[src/rtl/rsp_split.sv]
// Response splitter: routes one merged response stream into per-stream
// single-entry slots, one registered slot per destination stream.
//
// Ports:
//   clk, reset      clock, asynchronous active-high reset
//   i_v/i_r         merged response handshake
//   i_clid, i_d     destination stream id and payload
//   o_clrsp_v/_r    per-stream response handshake (one bit per stream)
//   o_clrsp_d       per-stream payloads, stream k at [k*WIDTH +: WIDTH]
//   o_occ           registered count of occupied slots
module rsp_split #(
    parameter int STREAMS = 16,
    parameter int IDW     = 4,
    parameter int WIDTH   = 64
) (
    input  logic                     clk,
    input  logic                     reset,
    input  logic                     i_v,
    output logic                     i_r,
    input  logic [IDW-1:0]           i_clid,
    input  logic [WIDTH-1:0]         i_d,
    output logic [STREAMS-1:0]       o_clrsp_v,
    input  logic [STREAMS-1:0]       o_clrsp_r,
    output logic [STREAMS*WIDTH-1:0] o_clrsp_d,
    output logic [IDW:0]             o_occ
);

    logic [STREAMS-1:0] slot_v;
    logic [STREAMS-1:0] slot_v_nxt;
    logic [STREAMS-1:0] load;
    logic [STREAMS-1:0] drain;
    logic [WIDTH-1:0]   slot_d [STREAMS];
    logic [IDW:0]       occ_nxt;

    // A full slot still accepts when its stream drains on the same edge,
    // so a stream can sustain one response per cycle.
    always_comb begin
        i_r = ~slot_v[i_clid] | o_clrsp_r[i_clid];
    end

    always_comb begin
        load = '0;
        if (i_v && i_r) begin
            load[i_clid] = 1'b1;
        end
    end

    // Drain first, then load: a simultaneous load keeps the slot valid.
    always_comb begin
        drain      = slot_v & o_clrsp_r;
        slot_v_nxt = (slot_v & ~drain) | load;
    end

    always_comb begin
        occ_nxt = '0;
        for (int k = 0; k < STREAMS; k++) begin
            occ_nxt = occ_nxt + {{IDW{1'b0}}, slot_v_nxt[k]};
        end
    end

    always_ff @(posedge clk or posedge reset) begin
        if (reset) begin
            slot_v <= '0;
            o_occ  <= '0;
            for (int k = 0; k < STREAMS; k++) begin
                slot_d[k] <= '0;
            end
        end else begin
            slot_v <= slot_v_nxt;
            o_occ  <= occ_nxt;
            for (int k = 0; k < STREAMS; k++) begin
                if (load[k]) begin
                    slot_d[k] <= i_d;
                end
            end
        end
    end

    assign o_clrsp_v = slot_v;

    for (genvar g = 0; g < STREAMS; g++) begin : g_out
        assign o_clrsp_d[g*WIDTH +: WIDTH] = slot_d[g];
    end

endmodule

[config.mk]
export PLATFORM = sky130hd
export DESIGN_NAME = rsp_split
export DESIGN_NICKNAME = d
export VERILOG_FILES = /design/src/rtl/rsp_split.sv
export SDC_FILE = /design/constraint.sdc
export NUM_CORES = 2
export LEC_CHECK = 0
export BUFFER_PORTS_ARGS = -buffer_cell sky130_fd_sc_hd__buf_2
export CORE_AREA = 2 2 445 447
export DETAILED_ROUTE_END_ITERATION = 7
export DIE_AREA = 0 0 447 449
export GPL_TIMING_DRIVEN = 0
export PLACE_DENSITY_LB_ADDON = 0.08
export SYNTH_ARGS = -nofsm -noshare
export SYNTH_HDL_FRONTEND = slang
export SYNTH_SLANG_ARGS = --single-unit
[constraint.sdc]
create_clock -name clk -period 37.5 [get_ports clk]
set_clock_uncertainty 0.1 [all_clocks]
set_input_delay 3.75 -clock clk [delete_from_list [all_inputs] [get_ports clk]]
set_output_delay 3.75 -clock clk [all_outputs]
set_load 0.1 [all_outputs]
### Yosys cells after proc, flatten, opt, wreduce, memory -nomap -nowiden

Index checks and enable logic that the tools add are counted.

| word-level totals | value |
|---|---|
| register bits after elaboration | 1045 |
| word-level logic and storage cells | 50 |

| cells by class | value |
|---|---|
| mux-type cells | 7 |
| bitwise gates (word level) | 6 |
| $lt $le $gt $ge | 2 |
| $add $sub $neg | 15 |
| reductions and logical operators | 2 |

Operators with widths:

| kind | count |
|---|---|
| 5-bit by 1-bit adder with 5-bit output | 11 |
| 16-bit AND | 2 |
| 16-bit two-way mux | 1 |
| 16-bit NOT | 1 |
| 16-bit OR | 1 |
| 1-bit binary-select mux with 4-bit select | 2 |
| 4-bit by 1-bit adder with 5-bit output | 1 |
| 4-bit by 5-bit < comparator with 1-bit output (second input constant) | 1 |
| 3-bit by 1-bit adder with 4-bit output | 1 |
| 1-bit demux with 4-bit select | 1 |
| 4-bit by 1-bit greater-or-equal comparator with 1-bit output (second input constant) | 1 |
| 2-bit by 1-bit adder with 3-bit output | 1 |
| 1-bit two-way mux | 3 |
| 1-bit by 1-bit adder with 2-bit output | 1 |
| 1-bit logical AND | 2 |
| 1-bit NOT | 1 |
| 1-bit OR | 1 |

### Longest topological paths before layout

| logic depth | value |
|---|---|
| depth in word-level cells | 22 |
| depth in mapped cells | 20 |
| depth with buffers taken out | 16 |

### Least setup slack after synthesis

OpenSTA, ideal clock, no wires.

| timing | value |
|---|---|
| path type | input to output |
| from | in i_clid[3] |
| to | out i_r |
| arrival | 6.156 ns |
| stages on the path | 5 |
| required time | 33.650 ns |
| path buffers | 2 |
| path slack | 27.494 ns |
| path through | clkbuf_1 > clkbuf_1 > mux4_2 > mux2i_1 > a21oi_1 |

| on the way | value |
|---|---|
| word-level cells in the longest chain between the ends | 4 |
| elaborated cells on any way between the ends | 6 |
| those cells by class | 4 x mux; 2 x bitwise |

RTL lines:

| element | RTL line | source |
|---|---|---|
| from (decl) | 20 | `input logic [IDW-1:0] i_clid,` |
| 1-bit binary-select mux with 4-bit select | 38 | `i_r = ~slot_v[i_clid] \| o_clrsp_r[i_clid];` |
| 1-bit two-way mux (not written as such) | 38 |  |
| 1-bit NOT | 38 |  |
| 1-bit OR * | 38 |  |
| to (decl) | 19 | `output logic i_r,` |

Mark *: on every way between the ends. The rest lies on a longest branch, timed or not. The select of a mux whose other input is x is not followed.

### Worst setup path after layout

Ends and elaborated chain as after synthesis.

==> flow_results.org <==
** Routing
- Summed over all layers, the routed wires come to approximately 180000 um.
- For this block, the via count after detailed routing is between 20000 and 30000.
- In the routed layout, each cell is associated on average with a via count of 3.99.
- The detail route stage leaves a number of antenna-violating nets equal to 0.
- Number of DRC markers after the initial detailed-route iteration :: approximately 990
- Iteration count of the initial detailed-routing pass :: 4
- In the routed design, unresolved DRC markers number 0.
- In the final routed layout, each cell accounts on average for approximately 28 um.

** Clocking
- Worst skew pair latency :: 0.78 ns
- Gates resized, CTS repair :: 0
- Master cell of the clock root buffer :: clkbuf_16
- Post-CTS timing repair inserted 0 buffers for setup.
- TritonCTS built the clock tree.
- After clock tree synthesis, the clock-pin slew on the worst setup and hold paths is approximately 0.050 ns.
- H-tree Lvls :: 4
- TritonCTS created 136 clock buffers.
- CTS max path bufs :: 3
- Number of buffers inserted by hold repair at cts :: 0
- Total clock sinks :: ~1000

** Placed design
- Detailed placement finished with a half-perimeter wire length of around 130000 um.
- After detailed placement, the design holds a cell count of between 6000 and 7000.
- In this run the tool buffered the top-level ports with 1131 buffer cells.
- Routability-driven placement finished with a final weighted congestion of 0.750.

** Worst setup path
- Cell repeated most along the worst path :: clkbuf_1
- For this design, the slowest cell found on the critical path is mux4_2.
- STA classifies the critical path startpoint as a primary input.
- Counting both buffers and inverters, the worst setup path holds a total of 3.
- Of all nets on the critical path, the largest fanout is 10.
- Largest delay contributor family on the critical path :: buffers and inverters
- At the worst endpoint, the required time is 33.65 ns.
- The critical path goes through clkbuf_1 > clkbuf_1 > mux4_2 > mux2i_1 > a21oi_1 > buf_2.
- Data on the critical path arrives at its endpoint at approximately 5.7 ns.
- STA classifies the critical path endpoint as a primary output.
- Type of the worst setup path :: in -> out
- Biggest cell delay along the critical path :: approximately 0.56 ns

** Floorplanning
- Width of the chip :: approximately 450 um
- The die covers 201000 um^2.
- Number of top-level design ports :: ~1100
- After floorplanning, the core was divided into 163 placement rows.
- In this run the standard cell core region covers between 150000 and 200000 um^2.
- The die is about 450 um tall.
- Initial cell density of the core :: approximately a fifth

** Synth
- Count of distinct cell types in the synthesized netlist :: 33
- Per-instance average area after synthesis :: 16.6 um^2
- The synthesized netlist occupies a cell area of between 30000 and 40000 um^2.
- Share of synthesized area occupied by flip-flops and latches :: about two thirds
- When the netlist entered floorplanning its net count stood at roughly 2500.
- Post-synthesis sequential element count :: 1045
- Synth warn :: 0
- The cell count after synthesis came out at around 2400.

** Global routing
- Across every metal layer, demand over resource in global routing totals around 18%.
- The initial antenna violation count was 39.
- Summed over all layers, the global routing overflow is 0.
- Number of global-route vias before repair :: around 27000
- Entering global routing, the biggest net connects 116 pins.
- The first global-routing pass estimated 242000 um of wire.

** Timing
- Portion of the clock cycle consumed by the worst path in the final layout :: between 20% and 30%
- Crit path time final :: 9.51 ns
- For the pin with the worst max-slew slack, the measured transition is around 1.2 ns.
- Final count of negative-setup-slack endpoints :: 0
- For this run, the top clock speed supported by timing is around 0.11 GHz.
- The number of hold-slack violations in the final timing report came to 0.
- RSZ-0062 raised after global routing :: false
- The max-slew violation total from the final report was 0.
- Headroom to the max-slew limit :: 20.3%
- Setup total negative slack on the finished layout was measured at 0 ns.

** Finish
- Post-layout utilization of the core :: between 20% and 30%
- Cells with a size suffix above 1 make up between 60 and 70% of the layout.
- The count of cells in the finished layout, fillers not included, comes to approximately 6400.
- Fin nets :: roughly 3800
- Area grow syn2layout :: 34.6%

** Run
- Max-cap violations in this run came to 0.

** Outcome
- The flow ran to the end, and the final reports show no timing, DRC or antenna violations.

** Hold path
- The worst hold path belongs to the class reg -> reg.
## cells in the final DEF, fill, tap and decap left out, drive strengths merged, types with 2 or more instances in the layout
| cell type | synthesis | layout |
|---|---|---|
| o211ai | 4 | 4 |
| nand2b | 12 | 12 |
| nor2b | 9 | 9 |
| mux2i | 5 | 5 |
| a21o | 5 | 5 |
| mux2 | 1030 | 1030 |
| mux4 | 5 | 5 |
| diode | 0 | 22 |
| or2 | 5 | 5 |
| nor4 | 3 | 3 |
| ha | 5 | 5 |
| nand4 | 4 | 4 |
| clkinvlp | 0 | 2 |
| fa | 10 | 10 |
| a2111oi | 3 | 3 |
| bufinv | 0 | 3 |
| o21ai | 4 | 4 |
| dfrtp | 1045 | 1045 |
| inv | 28 | 34 |
| a21oi | 7 | 7 |
| clkinv | 0 | 12 |
| and2 | 2 | 2 |
| buf | 71 | 1214 |
| nand2 | 7 | 7 |
| clkbuf | 110 | 323 |
## routing by layer
| layer | wire, um | vias to the layer above | GRT usage, % | share of wire (%) |
|---|---|---|---|---|
| met3 | 14100 | 258 | 6.14 | 7.9 |
| met1 | 68100 | 13500 | 19.6 | 38 |
| met5 | 13 | - | 0 | 0.0073 |
| li1 | - | 11000 | - | - |
| met4 | 7020 | 2 | 6.64 | 3.9 |
| met2 | 89600 | 844 | 30.3 | 50 |
## path summary, 6_finish.rpt
check | cells past startpoint | to | startpoint | slack [ns]
worst min register to register | 1 | o_clrsp_d[609]$_DFFE_PP0P_ | o_clrsp_d[609]$_DFFE_PP0P_ | 0.37
worst min-delay path | 1 | o_clrsp_d[609]$_DFFE_PP0P_ | o_clrsp_d[609]$_DFFE_PP0P_ | 0.37
worst max register to register | 16 | o_occ[4]$_DFF_PP0_ | o_clrsp_v[11]$_DFF_PP0_ | 31.32
max in group asynchronous | 8 | o_clrsp_d[171]$_DFFE_PP0P_ | reset | 30.99
worst max-delay path | 6 | i_r | i_clid[3] | 27.99
min in group asynchronous | 2 | o_clrsp_d[654]$_DFFE_PP0P_ | reset | 2.93
## cell usage after synthesis
library cell / instances / share of area, %
dfrtp_1: 1045 / 66
mux2_2: 890 / 25
mux2_1: 140 / 4.0
clkbuf_1: 110 / 1.0
buf_2: 51 / 0.64
inv_1: 28 / 0.27
buf_6: 12 / 0.34
nand2b_1: 12 / 0.19
fa_1: 10 / 0.50
nor2b_1: 9 / 0.14
buf_4: 8 / 0.15
a21oi_1: 7 / 0.088
nand2_1: 7 / 0.066
a21o_1: 5 / 0.095
ha_1: 5 / 0.16
mux2i_1: 5 / 0.13
mux4_2: 5 / 0.28
or2_2: 5 / 0.079
nand4_1: 4 / 0.063
o211ai_1: 4 / 0.076
o21ai_0: 4 / 0.050
nor4_1: 3 / 0.047
a2111oi_4: 2 / 0.14
and2_1: 2 / 0.032
a2111oi_2: 1 / 0.038
a211oi_1: 1 / 0.019
nand3_1: 1 / 0.013
nor2_1: 1 / 0.0095
nor4b_1: 1 / 0.022
o221ai_2: 1 / 0.038
o22a_1: 1 / 0.022
xnor2_1: 1 / 0.022
xor2_1: 1 / 0.022
## kinds of logic after synthesis
family	Yosys count	synth area share, %
xor gates and xnor gates	2	0.0442
adders and majority gates	15	0.663
buffers and inverters	209	2.44
AOI/OAI and AO/OA	26	0.565
muxes	1040	29.7
DFF	1045	66.0
and+or+nand+nor	45	0.663
## area by class of cell
type | count | area [um^2]
repair buffers | 1143 | 5980
plain buffers | 181 | 873
fillers | 20700 | 143000
multi-input cells | 1128 | 12500
clock inverters | 23 | 255
well taps | 2640 | 3300
inverters | 28 | 113
flip-flops and latches | 1045 | 26200
clock buffers | 213 | 4100
diodes | 22 | 55.1
## registers in the layout, summed over array words and instances (netlist names)
signal	cells
o_occ	5
o_clrsp_d	1024
o_clrsp_v	16
## worst reg2reg max path, cell delays in order, from the launching register on
cell,delay [ns]
dfrtp_1,0.50
mux2i_1,0.12
mux4_2,0.56
o211ai_1,0.31
buf_2,0.64
buf_2,0.49
o21ai_0,0.27
fa_1,0.57
inv_1,0.07
fa_1,0.50
fa_1,0.53
fa_1,0.54
inv_1,0.04
ha_1,0.20
fa_1,0.41
a21oi_1,0.14
nor2b_1,0.07
## stage by stage
stage               setup WS, ns  hold slack (ns)  area (um^2)
global placement          -13.47            0.361        48600
detailed placement         27.23            0.369        49000
CTS                        27.94            0.381        53300
global route               27.86            0.389        53300
floorplan                   4.24            0.920        39600
finish                     27.99            0.374        53400
Power is left out: the tool's default activity adds up to more than one toggle a clock period on the data nets, which glitch-free logic cannot reach.
